==> src/rtl/iterative_shift_unit.sv <==
// Multi-cycle LSL/LSR/ASR/ROR shifter, STEP bit positions per clock.
// Optional CARRY/ZERO flags when SHIFT_UNIT_FLAGS_EN is defined.
module iterative_shift_unit #(
    parameter int DATA_W = 8,
    parameter int STEP   = 1,
    localparam int SHAMT_W = $clog2(DATA_W)
) (
    input  logic               CLK,
    input  logic               RESET,
    input  logic               START,
    input  logic [1:0]         MODE,
    input  logic [DATA_W-1:0]  DATA_IN,
    input  logic [SHAMT_W-1:0] SHAMT,
    output logic               BUSY,
    output logic               DONE,
    output logic [DATA_W-1:0]  RESULT
`ifdef SHIFT_UNIT_FLAGS_EN
    ,
    output logic               CARRY,
    output logic               ZERO
`endif
);

    localparam logic [SHAMT_W-1:0] STEP_V  = SHAMT_W'(STEP);
    localparam logic [SHAMT_W:0]   WIDTH_V = (SHAMT_W + 1)'(DATA_W);

    typedef enum logic [1:0] {
        S_IDLE,
        S_SHIFT,
        S_DONE
    } state_t;

    state_t state;
    state_t state_nxt;

    logic [DATA_W-1:0]  work;
    logic [DATA_W-1:0]  work_nxt;
    logic [DATA_W-1:0]  lsl_v;
    logic [DATA_W-1:0]  lsr_v;
    logic [SHAMT_W-1:0] rem;
    logic [SHAMT_W-1:0] step_amt;
    logic [1:0]         mode_q;
    logic               accept;

`ifdef SHIFT_UNIT_FLAGS_EN
    logic lsl_c;
    logic lsr_c;
    logic carry_work;
    logic carry_nxt;
`endif

    assign accept   = START && (state == S_IDLE || state == S_DONE);
    assign step_amt = (rem > STEP_V) ? STEP_V : rem;

    // State register
    always_ff @(posedge CLK) begin
        if (RESET) begin
            state <= S_IDLE;
        end else begin
            state <= state_nxt;
        end
    end

    // Next-state logic
    always_comb begin
        state_nxt = state;
        unique case (state)
            S_IDLE:  if (START) state_nxt = S_SHIFT;
            S_SHIFT: if (rem == '0) state_nxt = S_DONE;
            S_DONE:  state_nxt = START ? S_SHIFT : S_IDLE;
            default: state_nxt = S_IDLE;
        endcase
    end

    // Status outputs decoded from state
    always_comb begin
        BUSY = (state == S_SHIFT);
        DONE = (state == S_DONE);
    end

    // One partial shift of the working register; the spill bit is the carry
    always_comb begin
`ifdef SHIFT_UNIT_FLAGS_EN
        {lsl_c, lsl_v} = {1'b0, work} << step_amt;
        {lsr_v, lsr_c} = {work, 1'b0} >> step_amt;
`else
        lsl_v = work << step_amt;
        lsr_v = work >> step_amt;
`endif
        work_nxt = work;
        case (mode_q)
            2'b00:   work_nxt = lsl_v;
            2'b01:   work_nxt = lsr_v;
            2'b10:   work_nxt = $signed(work) >>> step_amt;
            default: work_nxt = lsr_v
                              | (work << (WIDTH_V - {1'b0, step_amt}));
        endcase
    end

`ifdef SHIFT_UNIT_FLAGS_EN
    // ROR carry tracks the MSB so it equals RESULT MSB (0 if no step taken)
    always_comb begin
        carry_nxt = carry_work;
        case (mode_q)
            2'b00:   carry_nxt = lsl_c;
            2'b01:   carry_nxt = lsr_c;
            2'b10:   carry_nxt = lsr_c;
            default: carry_nxt = work_nxt[DATA_W-1];
        endcase
    end
`endif

    // Operand latch, iterative shift and result/flag capture
    always_ff @(posedge CLK) begin
        if (RESET) begin
            work   <= '0;
            rem    <= '0;
            mode_q <= 2'b00;
            RESULT <= '0;
`ifdef SHIFT_UNIT_FLAGS_EN
            carry_work <= 1'b0;
            CARRY      <= 1'b0;
            ZERO       <= 1'b1;
`endif
        end else if (accept) begin
            work   <= DATA_IN;
            rem    <= SHAMT;
            mode_q <= MODE;
`ifdef SHIFT_UNIT_FLAGS_EN
            carry_work <= 1'b0;
`endif
        end else if (state == S_SHIFT) begin
            if (rem != '0) begin
                work <= work_nxt;
                rem  <= rem - step_amt;
`ifdef SHIFT_UNIT_FLAGS_EN
                carry_work <= carry_nxt;
`endif
            end else begin
                RESULT <= work;
`ifdef SHIFT_UNIT_FLAGS_EN
                CARRY <= carry_work;
                ZERO  <= (work == '0);
`endif
            end
        end
    end

endmodule

==> config.mk <==
export PLATFORM = sky130hd
export DESIGN_NAME = iterative_shift_unit
export DESIGN_NICKNAME = d
export VERILOG_FILES = /design/src/rtl/iterative_shift_unit.sv
export SDC_FILE = /design/constraint.sdc
export NUM_CORES = 1
export LEC_CHECK = 0
export ABC_CLOCK_PERIOD_IN_PS = 6800
export CAP_MARGIN = 20
export CORE_UTILIZATION = 50
export CTS_CLUSTER_SIZE = 10
export DETAILED_ROUTE_END_ITERATION = 6
export GPL_ROUTABILITY_DRIVEN = 0
export GPL_TIMING_DRIVEN = 0
export PLACE_DENSITY_LB_ADDON = 0.15
export SLEW_MARGIN = 10
export SYNTH_ARGS = -nofsm -noshare
export SYNTH_HDL_FRONTEND = slang
export SYNTH_SLANG_ARGS = --single-unit
==> constraint.sdc <==
create_clock -name CLK -period 6.8 [get_ports CLK]
set_input_delay 1.02 -clock CLK [delete_from_list [all_inputs] [get_ports CLK]]
set_output_delay 1.02 -clock CLK [all_outputs]
set_load 0.005 [all_outputs]
==> run metrics <==
register area=460 sq um; # H-tree levels=1; CP Class=flop to primary output; first-pass GRT wire length=5.64 mm; Slew headroom=57.3%; multi-input combinational cell area=840 sq um; Final Hold Fails=0; Yosys warnings=0; row count=18; switching part of the total=35.8%; Worst Path Max Fanout=7; grt ovf=0; DRT antenna net count=0; Die Span Y=54.8 um; fill count=239; CP peak stage delay=530 ps; CP Data Arrival Time=1660 ps; Max Clk Rate=0.373 GHz; Post-Route Hold Slack=473 ps; mux share of post-synthesis cell area=4.77%; Post-Syn Area per Cell=7.60 sq um; Post-CTS Setup Inserts=0; Critical Path RT=5780 ps; slowest cell on the critical path=clkdlybuf4s50_1; cell-internal power=0.000214 W; vias in the first global route=1197; clk buf depth=2; Final Max Slew Viols=0; xor/xnor share of the synthesized area=0.629%; Pwr Density=196 nW/um^2; RSZ-0062 raised after global routing=no; WL/cell=15.8 um; Resized Gates After CTS=0; area delta synth->final=22.1%; Clk pwr share=21.0%; share of total power in combinational logic=32.1%; Die Area=3000 sq um; Final setup viols=0; Most used DFF post-synth=dfxtp_1; gr usage total=27.2%; Total Neg Setup Slack=0 ps; die width=54.8 um; Yosys cell types=51; post-synthesis compound-gate area fraction=25.8%; first drt pass iteration count=5; Synth top cells by count=nand2_1 (32), dfxtp_1 (23), nor2_1 (14), a21oi_1 (13), clkbuf_1 (8); outcome=finished, final reports clean; largest family of logic cells by synthesized area=simple AND/OR/NAND/NOR gates; Leak=0.610 nW; largest net degree at the start of global routing=15; Post-synth ARST share=0%; initial antenna violation count=0; I/O Buffers=24; synthesized flop and latch total=23; Worst Skew=7.36 ps; Hold-fix buffers, CTS=0; sw power=0.000119 W; Syn Nets=202; Tmin final=2680 ps; Startpoint Class=flop; CTS tree=done; register area share after synthesis=33.1%; most common cell in the synthesized netlist=nand2_1; CTS buffer count=3; Antenna diodes=0; Post-Syn Instances=183; period utilisation layout=39.5%; EDFF count, synth=0; DR iter-0 viols=79; Area contributors post-synth=dfxtp_1 (33%), nand2_1 (8.6%), a21oi_1 (4.7%); Ports=26; most area-hungry cell type in the Yosys netlist=dfxtp_1; Initial Util=54.7%; power consumption=0.000333 W; Routed Wire Length=3.81 mm; root buf cell=clkbuf_4; post-DR vias/cell=6.17; vias=1487; Crit. End Element=primary output; Core Box Area=2540 sq um; VDD IR max=0.153 mV; fraction of layout cells with a size suffix above 1=8.06%; Clk Latency, worst-skew pair=330 ps; # clock sinks=23; DRC errors left=0; Flop pwr share=46.9%; clock slew seen by the registers of the worst setup and hold paths=140 ps; Detailed Place HPWL=2.71 mm; Max-Cap Viols=0; Cell Area, Synth=1390 sq um; Nets=231; Hold Path Class=flop to flop; top-area cell type share of the netlist area=33.1%; Simple-Gate Fraction of Synth Area=26.2%; critical path cell sequence=nand2b_1, inv_1, clkdlybuf4s50_1; Synth Area in Adders=2.70%; Worst Tran Pin Value=633 ps
power groups by stage:
stage | sequential, W | clock, W | combinational [W]
global placement | 0.000158 | 0 | 0.000102
CTS | 0.000156 | 0.0000692 | 0.000105
global route | 0.000158 | 0.0000738 | 0.000116
floorplan | 0.000155 | 0 | 0.0000749
detailed placement | 0.000159 | 0 | 0.000105
finish | 0.000156 | 0.0000698 | 0.000107
layout by cell type, fill, tap and decap left out, types with 2 or more instances in the layout:
| master | Yosys | final |
|---|---|---|
| a211oi_1 | 6 | 6 |
| inv_1 | 6 | 6 |
| mux2i_1 | 4 | 4 |
| nand2b_1 | 3 | 3 |
| a311oi_1 | 2 | 2 |
| o21ai_0 | 6 | 6 |
| or3_1 | 2 | 2 |
| a21oi_1 | 13 | 13 |
| nor2b_1 | 5 | 5 |
| clkbuf_1 | 8 | 8 |
| nor3b_1 | 2 | 2 |
| clkbuf_4 | 0 | 3 |
| o31ai_1 | 2 | 2 |
| a221oi_1 | 3 | 3 |
| buf_2 | 4 | 4 |
| or2_2 | 2 | 2 |
| nand2_1 | 32 | 32 |
| clkdlybuf4s50_1 | 0 | 24 |
| or4_1 | 2 | 2 |
| nand3_1 | 5 | 5 |
| nor2_1 | 14 | 14 |
| o221ai_1 | 2 | 2 |
| nor3_1 | 5 | 5 |
| ha_1 | 3 | 3 |
| dfxtp_1 | 23 | 23 |
| a2111oi_0 | 2 | 2 |
metal layers:
metal	routed length (um)	vias up	GRT usage (%)
li1	-	718	-
met1	1610	683	36.4
met2	1760	73	43.0
met3	356	13	6.39
met4	84	0	7.69
met5	0	-	0
final cells by class:
cell class,instances,share of cell area (%)
tap,30,2.21
buffer,14,3.83
clock buffer,3,1.33
inverter,7,1.55
timing repair buffer,24,14.1
clock inverter,1,0.442
sequential,23,27.1
multi-input combinational,139,49.4
worst max-delay path, delay by kind of cell, from the launching register on:
family	cells	cell delay (ps)
simple gates	1	250
flops	1	330
buf+inv	2	750
cells by family (layout without fill, tap and decap cells):
| kind of cell | count (synthesis) | count (layout) |
|---|---|---|
| adders and majority gates | 3 | 3 |
| xor gates and xnor gates | 1 | 1 |
| DFF | 23 | 23 |
| buffers and inverters | 21 | 49 |
| AOI/OAI and AO/OA | 51 | 51 |
| other | 1 | 1 |
| and+or+nand+nor | 77 | 77 |
| muxes | 6 | 6 |
stage by stage:
stage,instance area (sq um),util (%),setup slack [ps],cells
final,1700,66.8,4120,241
after global routing,1700,66.8,4050,241
after CTS,1700,66.8,4130,241
after detailed placement,1670,65.6,4110,237
after global placement,1670,65.6,4180,237
after floorplan,1390,-,4640,183
registers in the layout, indices dropped and copies added, names as in the netlist:
signal / cells
RESULT: 8
rem: 3
mode_q: 2
state: 2
work: 8
final timing paths:
path,start,to,slack (ps),cells after the start
setup / recovery,state[1],BUSY,4120,3
hold / removal,RESULT[5],RESULT[5],470,2
setup reg to reg,rem[2],work[1],4320,9
hold reg to reg,RESULT[5],RESULT[5],470,2
(Power assumes the default switching activity.)
